### src/rtl/copperv_h.sv
// Shared copperv header: datapath widths and fetch defaults.
// Guarded so every file may pull it in without redefinition.
`ifndef COPPERV_H
`define COPPERV_H
`define INST_WIDTH 32
`define PC_WIDTH 32
`define PC_INIT_DEFAULT 32'h0000_0000
`define PC_INC 4
`endif

### src/rtl/fetch_unit_pkg.sv
// Types and helpers shared by the fetch unit and its instruction buffer.
`ifndef COPPERV_H
`include "copperv_h.sv"
`endif
package fetch_unit_pkg;
  localparam int PC_W   = `PC_WIDTH;
  localparam int INST_W = `INST_WIDTH;
  localparam logic [PC_W-1:0] PC_INC = `PC_INC;

  typedef struct packed {
    logic [PC_W-1:0]   pc;
    logic [INST_W-1:0] inst;
  } fetch_entry_t;

  function automatic logic [PC_W-1:0] word_align(input logic [PC_W-1:0] addr);
    return addr & ~PC_W'(3);
  endfunction
endpackage

### src/rtl/fetch_buffer.sv
// Small synchronous FIFO holding fetched {pc, inst} pairs; flush wins over push/pop.
`ifndef COPPERV_H
`include "copperv_h.sv"
`endif
module fetch_buffer
  import fetch_unit_pkg::*;
#(
  parameter int DEPTH = 2,
  localparam int CNT_W = $clog2(DEPTH + 1)
) (
  input  logic             clk,
  input  logic             rst,
  input  logic             push,
  input  logic             pop,
  input  logic             flush,
  input  fetch_entry_t     wr_entry,
  output fetch_entry_t     rd_entry,
  output logic [CNT_W-1:0] count,
  output logic             empty,
  output logic             full
);
  localparam int PTR_W = (DEPTH > 1) ? $clog2(DEPTH) : 1;

  logic [PTR_W-1:0] rd_ptr_q, rd_ptr_d;
  logic [PTR_W-1:0] wr_ptr_q, wr_ptr_d;
  logic [CNT_W-1:0] count_q, count_d;
  logic             do_push, do_pop;
  fetch_entry_t     mem_q [DEPTH];

  function automatic logic [PTR_W-1:0] next_ptr(input logic [PTR_W-1:0] p);
    return (p == PTR_W'(DEPTH - 1)) ? '0 : p + PTR_W'(1);
  endfunction

  assign empty    = (count_q == '0);
  assign full     = (count_q == CNT_W'(DEPTH));
  assign count    = count_q;
  assign rd_entry = mem_q[rd_ptr_q];

  always_comb begin
    do_pop   = pop && !flush && !empty;
    do_push  = push && !flush && (!full || do_pop);
    rd_ptr_d = rd_ptr_q;
    wr_ptr_d = wr_ptr_q;
    count_d  = count_q;
    if (flush) begin
      rd_ptr_d = '0;
      wr_ptr_d = '0;
      count_d  = '0;
    end else begin
      if (do_pop)  rd_ptr_d = next_ptr(rd_ptr_q);
      if (do_push) wr_ptr_d = next_ptr(wr_ptr_q);
      unique case ({do_push, do_pop})
        2'b10:   count_d = count_q + CNT_W'(1);
        2'b01:   count_d = count_q - CNT_W'(1);
        default: count_d = count_q;
      endcase
    end
  end

  always_ff @(posedge clk) begin
    if (rst) begin
      rd_ptr_q <= '0;
      wr_ptr_q <= '0;
      count_q  <= '0;
    end else begin
      rd_ptr_q <= rd_ptr_d;
      wr_ptr_q <= wr_ptr_d;
      count_q  <= count_d;
    end
  end

  // Storage carries no reset; occupancy is tracked by count_q alone.
  always_ff @(posedge clk) begin
    if (do_push) mem_q[wr_ptr_q] <= wr_entry;
  end
endmodule

### src/rtl/fetch_unit.sv
// copperv instruction fetch: owns the fetch PC, issues credit-limited word
// requests, buffers responses and handles redirects by discarding stale words.
`ifndef COPPERV_H
`include "copperv_h.sv"
`endif
module fetch_unit
  import fetch_unit_pkg::*;
#(
  parameter logic [`PC_WIDTH-1:0] PC_INIT   = `PC_INIT_DEFAULT,
  parameter int                   BUF_DEPTH = 2
) (
  input  logic                   clk,
  input  logic                   rst,
  output logic                   ir_addr_valid,
  input  logic                   ir_addr_ready,
  output logic [`PC_WIDTH-1:0]   ir_addr,
  input  logic                   ir_data_valid,
  output logic                   ir_data_ready,
  input  logic [`INST_WIDTH-1:0] ir_data,
  output logic                   inst_valid,
  input  logic                   inst_ready,
  output logic [`INST_WIDTH-1:0] inst,
  output logic [`PC_WIDTH-1:0]   inst_pc,
  input  logic                   pc_load,
  input  logic [`PC_WIDTH-1:0]   pc_next
);
  localparam int CNT_W = $clog2(BUF_DEPTH + 1);

  logic [PC_W-1:0]  fetch_pc_q, fetch_pc_d;
  logic [PC_W-1:0]  resp_pc_q, resp_pc_d;
  logic [CNT_W-1:0] outstanding_q, outstanding_d;
  logic [CNT_W-1:0] discard_q, discard_d;
  logic [CNT_W-1:0] buf_count;
  logic [CNT_W:0]   credits_used;
  logic             buf_empty, buf_full;
  logic             buf_push, buf_pop;
  logic             addr_hs, resp_dec;
  fetch_entry_t     wr_entry, rd_entry;

  assign credits_used  = {1'b0, outstanding_q} + {1'b0, buf_count};
  assign ir_addr_valid = !rst && !pc_load && !buf_full
                         && (credits_used < (CNT_W + 1)'(BUF_DEPTH));
  assign ir_addr       = fetch_pc_q;
  assign ir_data_ready = 1'b1;
  assign addr_hs       = ir_addr_valid && ir_addr_ready;

  assign inst_valid = !buf_empty;
  assign inst       = rd_entry.inst;
  assign inst_pc    = rd_entry.pc;
  assign wr_entry   = '{pc: resp_pc_q, inst: ir_data};

  always_comb begin
    fetch_pc_d    = fetch_pc_q;
    resp_pc_d     = resp_pc_q;
    outstanding_d = outstanding_q;
    discard_d     = discard_q;
    buf_push      = 1'b0;
    buf_pop       = 1'b0;
    // A response with nothing outstanding is stale from before reset; never underflow.
    resp_dec      = ir_data_valid && (outstanding_q != '0);
    if (addr_hs && !resp_dec)      outstanding_d = outstanding_q + CNT_W'(1);
    else if (!addr_hs && resp_dec) outstanding_d = outstanding_q - CNT_W'(1);
    if (pc_load) begin
      fetch_pc_d = word_align(pc_next);
      resp_pc_d  = word_align(pc_next);
      discard_d  = outstanding_d;
    end else begin
      if (addr_hs) fetch_pc_d = fetch_pc_q + PC_INC;
      if (ir_data_valid) begin
        if (discard_q != '0) begin
          discard_d = discard_q - CNT_W'(1);
        end else begin
          buf_push  = 1'b1;
          resp_pc_d = resp_pc_q + PC_INC;
        end
      end
      buf_pop = inst_valid && inst_ready;
    end
  end

  always_ff @(posedge clk) begin
    if (rst) begin
      fetch_pc_q    <= PC_INIT;
      resp_pc_q     <= PC_INIT;
      outstanding_q <= '0;
      discard_q     <= '0;
    end else begin
      fetch_pc_q    <= fetch_pc_d;
      resp_pc_q     <= resp_pc_d;
      outstanding_q <= outstanding_d;
      discard_q     <= discard_d;
    end
  end

  fetch_buffer #(.DEPTH(BUF_DEPTH)) u_buf (
    .clk      (clk),
    .rst      (rst),
    .push     (buf_push),
    .pop      (buf_pop),
    .flush    (pc_load),
    .wr_entry (wr_entry),
    .rd_entry (rd_entry),
    .count    (buf_count),
    .empty    (buf_empty),
    .full     (buf_full)
  );
endmodule

### config.mk
export PLATFORM = sky130hd
export DESIGN_NAME = fetch_unit
export DESIGN_NICKNAME = d
export VERILOG_FILES = /design/src/rtl/fetch_unit_pkg.sv /design/src/rtl/fetch_buffer.sv /design/src/rtl/fetch_unit.sv
export VERILOG_INCLUDE_DIRS = /design/src /design/src/rtl
export SDC_FILE = /design/constraint.sdc
export NUM_CORES = 1
export LEC_CHECK = 0
export BUFFER_PORTS_ARGS = -buffer_cell sky130_fd_sc_hd__buf_2
export CAP_MARGIN = 20
export CORE_ASPECT_RATIO = 1.25
export CORE_UTILIZATION = 35
export DETAILED_ROUTE_END_ITERATION = 6
export GPL_TIMING_DRIVEN = 0
export PLACE_DENSITY = 0.67
export SYNTH_ARGS = -nofsm -noshare
export SYNTH_HDL_FRONTEND = slang
export SYNTH_SLANG_ARGS = --single-unit
### constraint.sdc
create_clock -name clk -period 23.1 [get_ports clk]
set_clock_uncertainty 0.1 [all_clocks]
set_input_delay 4.62 -clock clk [delete_from_list [all_inputs] [get_ports clk]]
set_output_delay 4.62 -clock clk [all_outputs]
set_load 0.005 [all_outputs]
==> flow_summary.toml <==
[outcome]
status = "complete, but fails checks"
violations = "design-rule violations"

[cts]
cts_buffer_depth = 2
post-cts-setup-buffer-count = 0
numCtsBuffers = 17
root_buffer = "clkbuf_16"
cts_tree = "built"
cts.sinks = 193
htree_levels = 4
path_clk_slew_ns = 0.07
insertion_delay_ns = 0.45
ctsHoldBuffers = 0
cts_resized = 0

[synth]
avgSynthCellArea_um2 = 12.8
synthesis.area_um2 = 8440
syn_inst = 658
synth_cell_type_count = 55
synth.most_common_cell = "edfxtp_1"
synthArstFlopShare = 0
synth-seq-area-share = 0.605
synthTopCellsByArea = "edfxtp_1 44%, dfxtp_1 16%, mux2_2 8.4%"
synth_edf_count = 124
synthFlopType = "edfxtp_1"
synth_common_cells = "124 x edfxtp_1, 69 x dfxtp_1, 63 x mux2_2"
synth_top_cell_by_area = "edfxtp_1"
netlist.area_leader.share = 0.441
yosys_warnings = 0
ys_ff_latch = 193

[global_routing]
gr-total-overflow = 0
grtUsageTotal = 0.167
grt_pass1_wl_um = 31000
grt_max_degree = 63
antenna_found_initial = 1
grt_pass1_vias = 5668

[worst_setup_path]
crit_path_end_kind = "primary output"
worstPathArrival_ns = 5.34
path_max_fanout = 10
cp-start-kind = "primary input"
cp_num_buf_inv = 2
path_cells = "clkbuf_8 > nor2_1 > and3_1 > buf_2"
crit_type = "in2out"
critPathMaxStageDelay_ns = 0.24
critPathSlowestCell = "nor2_1"
cp.required_ns = 18.38
crit_family = "simple AND/OR/NAND/NOR gates"

[drt]
routedWlPerCell_um = 17.0
drtIter0Drc = 327
dr.pass1.iters = 7
via_per_inst = 4.83
ant_nets = 0
drt_wl_total_um = 20100
vias = 5741
drc = 2

[power]
peakVddDrop_mv = 0.0506
power.leakage_nw = 3.88
power_density_nw_per_um2 = 76.8

[timing]
final_max_slew_viol_count = 0
finalSetupViolations = 0
finalCriticalPeriod_ns = 10.06
finalCritPeriodShare = 0.435
worst_slew_pin_slew_ns = 0.875
setup_tns_ns = 0
hold_viol = 0
fmaxAchievable_mhz = 99.4
rsz0062_at_grt = "false"
maxSlewHeadroom = 0.417

[place]
gp_congestion = 0.931
post_dp_cell_area_um2 = 9730
dpl.cell_count = 1155
dp_hpwl_um = 15100
port_buffers = 160

[floorplan]
core-area_um2 = 23700
initial_utilization = 0.356
fp.dieH_um = 176
ios = 169
die_area_um2 = 24700
num_rows = 63
die_x_um = 141

[flow_run]
drv_cap = 0

[finish]
final_cell_area_um2 = 10300
final_cells = 1188
num-nets-final = 924
synthToLayoutAreaGrowth_pct = 22.2
final_util = 0.435
drive_above_1_share = 0.341

[worst_hold_path]
hold_path_class = "reg2reg"
==> cells in the final DEF (no fill, tap or decap), types with 3 or more instances in the layout <==
cell,count
a21boi_1,16
mux2_2,63
a211oi_1,13
nand4_1,23
nand3_1,22
or2_1,3
clkbuf_8,6
ha_1,4
a21oi_1,29
clkbuf_16,18
inv_6,4
inv_1,30
buf_1,3
nand4_2,3
buf_2,163
xnor2_1,27
inv_8,5
nand2_1,20
nor4_2,3
clkbuf_1,19
dfxtp_1,69
nor3_1,12
buf_4,14
xor2_1,33
o22ai_1,9
nor2_1,28
and2_1,5
and3_1,10
o21ai_0,3
and4_1,8
edfxtp_1,124
conb_1,5
a31oi_1,5
a21boi_0,18
nor4_1,7
==> through the flow <==
stage	worst slack (ns)	total power, W	hold WS [ns]
after global placement	7.21	0.000510	0.367
final	13.04	0.000792	0.412
after detailed placement	13.09	0.000512	0.385
after floorplan	11.36	0.000470	0.339
after global routing	13.05	0.000825	0.430
after CTS	13.08	0.000800	0.411
==> path summary, 6_finish.rpt <==
check | startpoint | to | slack (ns) | cells past startpoint
min reg2reg | resp_pc_q[29] | u_buf.mem_q[1][61] | 0.41 | 0
max | rst | ir_addr_valid | 13.04 | 4
max reg2reg | discard_q[0] | u_buf.mem_q[0][24] | 20.13 | 9
min | resp_pc_q[29] | u_buf.mem_q[1][61] | 0.41 | 0
==> where the power goes <==
group	switching (W)	internal [W]
registers	0.0000158	0.000390
clock network	0.000137	0.000151
logic	0.0000522	0.0000457
==> sequential cells by signal (all words and copies together) (netlist names), named ones only <==
register / flops
outstanding_q: 2
resp_pc_q: 30
u_buf.rd_ptr_q: 1
discard_q: 2
u_buf.mem_q: 124
ir_addr: 30
u_buf.wr_ptr_q: 1
u_buf.count: 2
==> routing by layer <==
metal,vias to the layer above,wire length (um),GRT usage
met3,22,918,0.0374
li1,2805,-,-
met2,155,10400,0.298
met5,-,0,0
met1,2759,8480,0.195
met4,0,354,0.0625
==> kinds of logic (layout without fill, tap and decap cells) <==
kind of cell	Yosys count	count (layout)	synth area share
xor+xnor	60	60	0.0623
mux	65	65	0.0865
simple gates	161	161	0.114
flops	193	193	0.605
compound gates	103	103	0.0807
other cells	2	6	0.000890
fa+ha+maj	7	7	0.0107
buf+inv	67	268	0.0398
==> cell type report <==
cell class | count | area [um^2]
clock buffer | 19 | 464
multi-input combinational | 401 | 3020
antenna | 1 | 2.50
clock inverter | 13 | 110
fill | 2242 | 13400
timing repair buffer | 169 | 872
inverter | 30 | 113
buffer | 37 | 223
sequential | 193 | 5100
tap | 325 | 407
No activity file was read; power rests on OpenSTA's default activity.
